### config.mk
export PLATFORM = sky130hd
export DESIGN_NAME = voice_mixer_flat
export DESIGN_NICKNAME = d
export VERILOG_FILES = /design/src/rtl/voice_mixer_if.sv /design/src/rtl/voice_mixer.sv /design/src/flat_wrapper.sv
export SDC_FILE = /design/constraint.sdc
export NUM_CORES = 1
export LEC_CHECK = 0
export BUFFER_PORTS_ARGS = -buffer_cell sky130_fd_sc_hd__buf_2
export CAP_MARGIN = 30
export CORE_UTILIZATION = 65
export CTS_CLUSTER_DIAMETER = 150
export DETAILED_ROUTE_END_ITERATION = 7
export PLACE_DENSITY = 0.92
export SYNTH_ARGS = -nofsm -noshare
export SYNTH_HDL_FRONTEND = slang
export SYNTH_SLANG_ARGS = --single-unit
### constraint.sdc
create_clock -name i_Clock -period 14.5 [get_ports i_Clock]
set_clock_uncertainty 0.2 [all_clocks]
set_input_delay 2.9 -clock i_Clock [delete_from_list [all_inputs] [get_ports i_Clock]]
set_output_delay 2.9 -clock i_Clock [all_outputs]
set_load 0.02 [all_outputs]
### src/rtl/voice_mixer_if.sv
// Beat input, sample output and status signals of the voice mixer.
// The signal names match the block's original port names.
interface voice_mixer_if;
  logic               i_AmpValid;
  logic signed [15:0] i_Amplitude;
  logic        [15:0] i_Level;
  logic               i_FrameStart;
  logic signed [15:0] o_Sample;
  logic               o_SampleValid;
  logic               i_SampleReady;
  logic               o_Clipped;
  logic               o_Overrun;
  logic               o_SyncError;

  modport master (
    output i_AmpValid, i_Amplitude, i_Level, i_FrameStart, i_SampleReady,
    input  o_Sample, o_SampleValid, o_Clipped, o_Overrun, o_SyncError
  );

  modport slave (
    input  i_AmpValid, i_Amplitude, i_Level, i_FrameStart, i_SampleReady,
    output o_Sample, o_SampleValid, o_Clipped, o_Overrun, o_SyncError
  );
endinterface

### src/rtl/voice_mixer.sv
// Voice mixer: scales each operator amplitude by its envelope level, sums one frame of
// NUM_SLOTS beats, saturates the total to 16 bits and offers it on a valid/ready output.
module voice_mixer #(
  parameter int NUM_SLOTS = 32,
  parameter int ACC_W     = 16 + $clog2(NUM_SLOTS)
) (
  input logic          i_Clock,
  input logic          i_Reset_n,
  voice_mixer_if.slave bus
);
  localparam int CNT_W = $clog2(NUM_SLOTS);
  localparam logic [CNT_W-1:0] LAST_SLOT = CNT_W'(NUM_SLOTS - 1);

  logic        [CNT_W-1:0]   slot_cnt;
  logic signed [32:0]        product;
  logic                      beat_first, beat_last, sync_err;
  logic                      s1_valid, s1_first, s1_last;
  logic signed [15:0]        s1_scaled;
  logic signed [ACC_W-1:0]   acc, acc_ext;
  logic                      s2_done;
  logic        [ACC_W-16:0]  acc_upper;
  logic                      in_range;
  logic signed [15:0]        sat_value;
  logic                      s3_valid, s3_clip;
  logic signed [15:0]        s3_sample;

  assign product    = 33'(bus.i_Amplitude) * 33'($signed({1'b0, bus.i_Level}));
  assign sync_err   = bus.i_AmpValid && bus.i_FrameStart && (slot_cnt != '0);
  assign beat_first = (slot_cnt == '0) || bus.i_FrameStart;
  // A resynchronising beat restarts the frame, so it can never close one.
  assign beat_last  = (slot_cnt == LAST_SLOT) && !bus.i_FrameStart;

  always_ff @(posedge i_Clock) begin
    if (!i_Reset_n) begin
      slot_cnt        <= '0;
      s1_valid        <= 1'b0;
      s1_first        <= 1'b0;
      s1_last         <= 1'b0;
      s1_scaled       <= '0;
      bus.o_SyncError <= 1'b0;
    end else begin
      s1_valid        <= bus.i_AmpValid;
      bus.o_SyncError <= sync_err;
      if (bus.i_AmpValid) begin
        s1_scaled <= 16'(product >>> 16);
        s1_first  <= beat_first;
        s1_last   <= beat_last;
        if (bus.i_FrameStart)
          slot_cnt <= CNT_W'(1);
        else if (slot_cnt == LAST_SLOT)
          slot_cnt <= '0;
        else
          slot_cnt <= slot_cnt + 1'b1;
      end
    end
  end

  assign acc_ext = {{(ACC_W-16){s1_scaled[15]}}, s1_scaled};

  always_ff @(posedge i_Clock) begin
    if (!i_Reset_n) begin
      acc     <= '0;
      s2_done <= 1'b0;
    end else begin
      s2_done <= s1_valid && s1_last;
      if (s1_valid)
        acc <= s1_first ? acc_ext : acc + acc_ext;
    end
  end

  // The total fits 16 bits exactly when every bit from 15 upward matches the sign.
  assign acc_upper = acc[ACC_W-1:15];
  assign in_range  = (acc_upper == '0) || (acc_upper == '1);

  always_comb begin
    sat_value = acc[15:0];
    if (!in_range)
      sat_value = acc[ACC_W-1] ? 16'sh8000 : 16'sh7FFF;
  end

  always_ff @(posedge i_Clock) begin
    if (!i_Reset_n) begin
      s3_valid  <= 1'b0;
      s3_sample <= '0;
      s3_clip   <= 1'b0;
    end else begin
      s3_valid <= s2_done;
      if (s2_done) begin
        s3_sample <= sat_value;
        s3_clip   <= !in_range;
      end
    end
  end

  always_ff @(posedge i_Clock) begin
    if (!i_Reset_n) begin
      bus.o_Sample      <= '0;
      bus.o_SampleValid <= 1'b0;
      bus.o_Clipped     <= 1'b0;
      bus.o_Overrun     <= 1'b0;
    end else if (s3_valid) begin
      if (!bus.o_SampleValid || bus.i_SampleReady) begin
        bus.o_Sample      <= s3_sample;
        bus.o_Clipped     <= s3_clip;
        bus.o_SampleValid <= 1'b1;
      end else begin
        bus.o_Overrun <= 1'b1;
      end
    end else if (bus.o_SampleValid && bus.i_SampleReady) begin
      bus.o_SampleValid <= 1'b0;
      bus.o_Clipped     <= 1'b0;
    end
  end
endmodule

### src/flat_wrapper.sv
// flat-port wrapper written by rule: the top's interface ports become plain ports
module voice_mixer_flat 
#(
  parameter int NUM_SLOTS = 32,
  parameter int ACC_W     = 16 + $clog2(NUM_SLOTS)
)
  (i_Clock, i_Reset_n, bus_i_AmpValid, bus_i_Amplitude, bus_i_Level, bus_i_FrameStart, bus_i_SampleReady, bus_o_Sample, bus_o_SampleValid, bus_o_Clipped, bus_o_Overrun, bus_o_SyncError);
  voice_mixer_if bus_i ();
  input logic i_Clock;
  input logic i_Reset_n;
  input wire logic [$bits(bus_i.i_AmpValid)-1:0] bus_i_AmpValid;
  input wire logic [$bits(bus_i.i_Amplitude)-1:0] bus_i_Amplitude;
  input wire logic [$bits(bus_i.i_Level)-1:0] bus_i_Level;
  input wire logic [$bits(bus_i.i_FrameStart)-1:0] bus_i_FrameStart;
  input wire logic [$bits(bus_i.i_SampleReady)-1:0] bus_i_SampleReady;
  output wire logic [$bits(bus_i.o_Sample)-1:0] bus_o_Sample;
  output wire logic [$bits(bus_i.o_SampleValid)-1:0] bus_o_SampleValid;
  output wire logic [$bits(bus_i.o_Clipped)-1:0] bus_o_Clipped;
  output wire logic [$bits(bus_i.o_Overrun)-1:0] bus_o_Overrun;
  output wire logic [$bits(bus_i.o_SyncError)-1:0] bus_o_SyncError;
  assign bus_i.i_AmpValid = bus_i_AmpValid;
  assign bus_i.i_Amplitude = bus_i_Amplitude;
  assign bus_i.i_Level = bus_i_Level;
  assign bus_i.i_FrameStart = bus_i_FrameStart;
  assign bus_i.i_SampleReady = bus_i_SampleReady;
  assign bus_o_Sample = bus_i.o_Sample;
  assign bus_o_SampleValid = bus_i.o_SampleValid;
  assign bus_o_Clipped = bus_i.o_Clipped;
  assign bus_o_Overrun = bus_i.o_Overrun;
  assign bus_o_SyncError = bus_i.o_SyncError;
  voice_mixer #(.NUM_SLOTS(NUM_SLOTS), .ACC_W(ACC_W)) u_core (.i_Clock(i_Clock), .i_Reset_n(i_Reset_n), .bus(bus_i));
endmodule
==> results of run 1 <==
-- registers in the layout, summed over array words and instances, names as in the netlist --
name,flops
u_core.acc,21
u_core.bus.o_Clipped,1
u_core.bus.o_Overrun,1
u_core.bus.o_Sample,16
u_core.bus.o_SampleValid,1
u_core.bus.o_SyncError,1
u_core.s1_first,1
u_core.s1_last,1
u_core.s1_scaled,16
u_core.s1_valid,1
u_core.s2_done,1
u_core.s3_clip,1
u_core.s3_sample,16
u_core.s3_valid,1
u_core.slot_cnt,5
-- logic make-up after synthesis --
| logic type | count (synthesis) | share of synthesized area (%) |
|---|---|---|
| DFF | 84 | 13.19 |
| AOI/OAI and AO/OA | 247 | 12.81 |
| muxes | 8 | 0.6377 |
| adders and majority gates | 331 | 43.89 |
| xor gates and xnor gates | 32 | 2.198 |
| buffers and inverters | 304 | 8.947 |
| and+or+nand+nor | 485 | 18.33 |
-- cell usage in the layout (no fill, tap or decap), types with 45 or more instances in the layout --
| cell type | netlist | routed |
|---|---|---|
| a21oi_1 | 68 | 68 |
| o21ai_0 | 62 | 62 |
| nand2_1 | 235 | 235 |
| and2_1 | 122 | 122 |
| ha_1 | 137 | 137 |
| fa_1 | 194 | 194 |
| inv_1 | 242 | 242 |
| buf_2 | 0 | 56 |
| dfxtp_1 | 84 | 84 |
| nor2_1 | 45 | 45 |
-- report_power, final --
group	switching, mW	leakage, nW	internal, mW	total (mW)
clock	0.0915	0.131	0.119	0.210
sequential	0.0218	0.684	0.257	0.278
combinational	1.62	5.90	1.06	2.68
total	1.73	6.71	1.43	3.17
-- metal layers --
| metal | track usage (%) | routed length [um] |
|---|---|---|
| met1 | 39.39 | 11470 |
| met2 | 53.97 | 14930 |
| met3 | 6.427 | 2554 |
| met4 | 14.26 | 1163 |
| met5 | 0 | 0 |
-- area by class of cell --
type | instances | area [um2] | area share, %
repair buffers | 61 | 337.8 | 2.511
clock inverters | 4 | 26.28 | 0.1953
flip-flops and latches | 84 | 1682 | 12.50
well taps | 260 | 325.3 | 2.418
inverters | 243 | 912.1 | 6.780
multi-input cells | 1103 | 9931 | 73.82
clock buffers | 10 | 239.0 | 1.776
-- path summary, 6_finish.rpt --
path / start / endpoint / slack (ns) / cells past startpoint
worst max-delay path: bus_i_Amplitude[1] / u_core.s1_scaled[12] / 5.88 / 20
worst min-delay path: u_core.bus.o_Sample[9] / u_core.bus.o_Sample[9] / 0.26 / 2
worst max register to register: u_core.acc[0] / u_core.acc[20] / 11.61 / 10
worst min register to register: u_core.bus.o_Sample[9] / u_core.bus.o_Sample[9] / 0.26 / 2
-- worst max-delay path, cell delays in order --
cell      delay [ns]
buf_2           0.32
nand2_1         0.16
fa_1            0.54
fa_1            0.55
fa_1            0.46
fa_1            0.50
inv_1           0.06
fa_1            0.53
inv_1           0.05
fa_1            0.48
inv_1           0.04
ha_1            0.33
a21oi_1         0.26
o21ai_0         0.16
a221oi_2        0.35
o22a_1          0.27
a31oi_1         0.11
and2_1          0.19
nor4b_1         0.30
a211o_1         0.15
-- metrics by stage --
step	std cells	instance area, um2	utilization, %
after floorplan	1491	12750	-
after global placement	1748	13150	69.35
after detailed placement	1751	13190	69.57
after CTS	1765	13450	70.97
after global routing	1765	13450	70.97
final	1765	13450	70.97
==> metrics, run 1 <==
status=complete, no violations; # setup viols final=0; share of the synthesized area in the top cell type=30.45%; P&R area growth vs syn=5.484%; post-cts resize count=0; synthesized cell area=12750 um2; Area contributors post-synth=fa_1, ha_1, dfxtp_1; top-count cell post-synth=inv_1; Fin. Hold Viols=0; largest area contributor in the netlist=fa_1; vias=10570; worst slew pin tran=0.6999 ns; crit start category=input pin; Leak=6.713 nW; I/O Pins=57; Skew-Pair Late Insertion Delay=0.35 ns; Tcrit/Tclk final=59.47%; Reg clk slew, reported paths=0.06 ns; Synth Instances=1491; Worst VDD drop=299.9 uV; drt wl/cell=17.07 um; layout cell share with drive strength beyond 1=5.980%; total gr overflow=0; syn_area_per_cell=8.554 um2; pre-CTS WS=5.687 ns; max-slew violations=0; WP data arrival=8.72 ns; Max-cap violations=0; vias per inst=5.990; setup_tns=0 ns; Ys Warns=0; Nets=1870; Num CTS Buffers=9; cell row count=50; # DRC=0; CORE AREA=18960 um2; Final ANT Viol Nets=0; Seq/Total Area, Yosys=13.19%; RSZ-0062 raised after global routing=false; number of flops mapped to enable cells by yosys=0; Cell variety after synth=68; first-pass GRT wire length=51070 um; CP Data Required Time=14.59 ns; Post-CTS Setup Inserts=0; maximum clock insertion buffer count=2; pin count of the biggest net entering global routing=83; CTS tree=yes; asr flop ratio synth=0%; hold_buf cts=0; #FFs+latches synth=84; CP Capture Type=flop; CTS Root Cell=clkbuf_16; initial antenna violation count=0; H-tree levels=3; ANT cells=0; DRT Wirelength=30120 um; Die Area=20190 um2; HPWL after DPL=23350 um; Overall Power=3.167 mW; GP Congestion=0.9343; # fillers=1324; critical path class=input pin to flop; Post-synth top cells=inv_1, nand2_1, fa_1, ha_1, and2_1; Peak Freq=116.0 MHz; Hold Crit Class=flop to flop; vias in the first global route=10940; DIE WIDTH=142.1 um; overall track demand over capacity in global routing=31.89%; Die H=142.1 um; DRT Pass-1 Iters=5; syn nets=1859; PortBufs=56; drt first-iter violations=779; Worst slew margin=53.34%; PwrDens=235.4 nW/um2; clock sinks=84; final worst slack=5.877 ns; worst hold margin=0.2578 ns; min cycle time layout=8.623 ns; initial core utilization=67.28%; Crit Path Max Fanout=16; ys flop type=dfxtp_1
Note: power is estimated with default switching activity, not from simulation.
==> run 2: changes to the inputs <==
--- a/config.mk
+++ b/config.mk
@@ -7,10 +7,10 @@
 export LEC_CHECK = 0
 export BUFFER_PORTS_ARGS = -buffer_cell sky130_fd_sc_hd__buf_2
 export CAP_MARGIN = 30
-export CORE_UTILIZATION = 65
+export CORE_UTILIZATION = 58
 export CTS_CLUSTER_DIAMETER = 150
 export DETAILED_ROUTE_END_ITERATION = 7
-export PLACE_DENSITY = 0.92
+export PLACE_DENSITY = 0.87
 export SYNTH_ARGS = -nofsm -noshare
 export SYNTH_HDL_FRONTEND = slang
 export SYNTH_SLANG_ARGS = --single-unit
==> constraint.sdc (replaced) <==
create_clock -name i_Clock -period 7.9 [get_ports i_Clock]
set_clock_uncertainty 0.2 [all_clocks]
set_input_delay 1.58 -clock i_Clock [delete_from_list [all_inputs] [get_ports i_Clock]]
set_output_delay 1.58 -clock i_Clock [all_outputs]
set_load 0.02 [all_outputs]
==> run 2 against run 1 <==
Net effect: power increased by 84%; sequential power increased by 83%; wire length shrank 3.6%; largest cell class unchanged; largest power group unchanged; highest routed layer unchanged.
==> metrics, run 2 (synthesis gave the netlist of run 1 again) <==
Final ANT Viol Nets=0; most frequent cells in the layout=inv_1, nand2_1, fa_1; drt wl/cell=16.29 um; # DRC=0; Top reg by flops=u_core.acc; total gr overflow=0; setup_tns=0 ns; CP most frequent cell=fa_1; first-pass GRT wire length=48110 um; Peak Freq=138.5 MHz; Worst slew margin=53.91%; I/O Pins=57; overall track demand over capacity in global routing=26.88%; Multi-input gate area=9931 um2; PortBufs=56; status=complete, no violations; Worst VDD drop=552.2 uV; drt first-iter violations=640; cell row count=53; Leak=6.729 nW; critical path's slowest cell=fa_1; max FFs per register=21; Storage cell area=1682 um2; critical path class=input pin to flop; HPWL after DPL=22870 um; CTS Root Cell=clkbuf_16; P&R area growth vs syn=5.847%; vias=10330; DIE WIDTH=150.3 um; Tcrit/Tclk final=91.40%; Hold Crit Class=flop to flop; CP Capture Type=flop; Crit Path Max Fanout=16; maximum clock insertion buffer count=2; Hold Crit Start=u_core.bus.o_Sample[14]; Die Area=22590 um2; Die H=150.3 um; CORE AREA=21290 um2; H-tree levels=3; Skew-Pair Late Insertion Delay=0.34 ns; initial antenna violation count=0; WP data arrival=7.22 ns; Reg clk slew, reported paths=0.07 ns; GP Congestion=0.9541; initial core utilization=59.91%; Max-cap violations=0; PwrDens=432.1 nW/um2; Nets=1871; clock sinks=84; DRT Wirelength=29040 um; CP Data Required Time=7.90 ns; pin count of the biggest net entering global routing=83; vias per inst=5.795; vias in the first global route=10370; Reg-to-Reg Start=u_core.s1_scaled[0]; delay of the slowest critical-path stage=0.57 ns; max-slew violations=0; min cycle time layout=7.220 ns; CP Cell Sequence=buf_2, nand2_1, fa_1, fa_1, fa_1, inv_1, fa_1, fa_1, inv_1, fa_1, inv_1, ha_1, and3_1, and4_1, nand2_1, o221ai_2, nand2_1, o41ai_1, xnor2_1, o21ai_0; Fin. Hold Viols=0; post-cts resize count=0; most common cell after layout, fill and taps aside=inv_1; # fillers=1675; crit start category=input pin; # setup viols final=0; RSZ-0062 raised after global routing=false; DRT Pass-1 Iters=5; layout cell share with drive strength beyond 1=6.167%; CTS tree=yes; worst slew pin tran=0.6913 ns; Setup crit start=bus_i_Level[13]; worst hold margin=0.2606 ns; ANT cells=0; Post-CTS Setup Inserts=0; hold_buf cts=0; Num CTS Buffers=9
[run 2: cell types whose count changed in the layout (fill, tap and decap cells not counted), sizes merged]
cell,delta
buf,+1
inv,+3
bufinv,+1
clkbuf,-1
clkinv,-1
[run 2: cell type report]
cell class,count,share of cell area (%)
inverter,243,6.757
tap,275,2.549
timing repair buffer,62,2.410
clock inverter,7,0.5932
sequential,84,12.46
multi-input combinational,1103,73.57
clock buffer,9,1.668
[run 2: final timing paths]
path | to | slack (ns) | depth (start not counted)
worst min register to register | u_core.bus.o_Sample[14] | 0.26 | 2
worst max register to register | u_core.acc[20] | 5.02 | 10
worst min-delay path | u_core.bus.o_Sample[14] | 0.26 | 2
worst max-delay path | u_core.s1_scaled[13] | 0.68 | 20
[run 2: metrics by stage]
stage	setup slack (ns)	total power [mW]	utilization (%)	std cells	area, um2
3_3_place_gp	0.5772	5.096	61.91	1765	13180
2_1_floorplan	0.8380	4.166	-	1491	12750
3_5_place_dp	0.3722	5.278	61.95	1766	13190
5_1_grt	0.3640	6.407	63.42	1783	13500
4_1_cts	0.7291	5.758	63.38	1782	13490
6_report	0.6797	5.833	63.42	1783	13500
[run 2: power by group]
part	switching, mW	total, mW	internal [mW]
Clock	0.185	0.435	0.250
Combinational	2.96	4.89	1.93
Sequential	0.0386	0.509	0.471
Total	3.18	5.83	2.65
[run 2: worst max-delay path: cells and delay by family]
kind / cells / cell delay (ns)
compound gates: 3 / 0.73
xor+xnor: 1 / 0.17
buf+inv: 4 / 0.48
fa+ha+maj: 7 / 3.43
simple gates: 5 / 0.82
[run 2: routing by layer]
layer  wire length, um  track usage (%)  share of wire, %
met1             11770            33.87                41
met2             14390            45.85                50
met3              2066            5.515               7.1
met4               814            8.939               2.8
met5                 0                0                 0
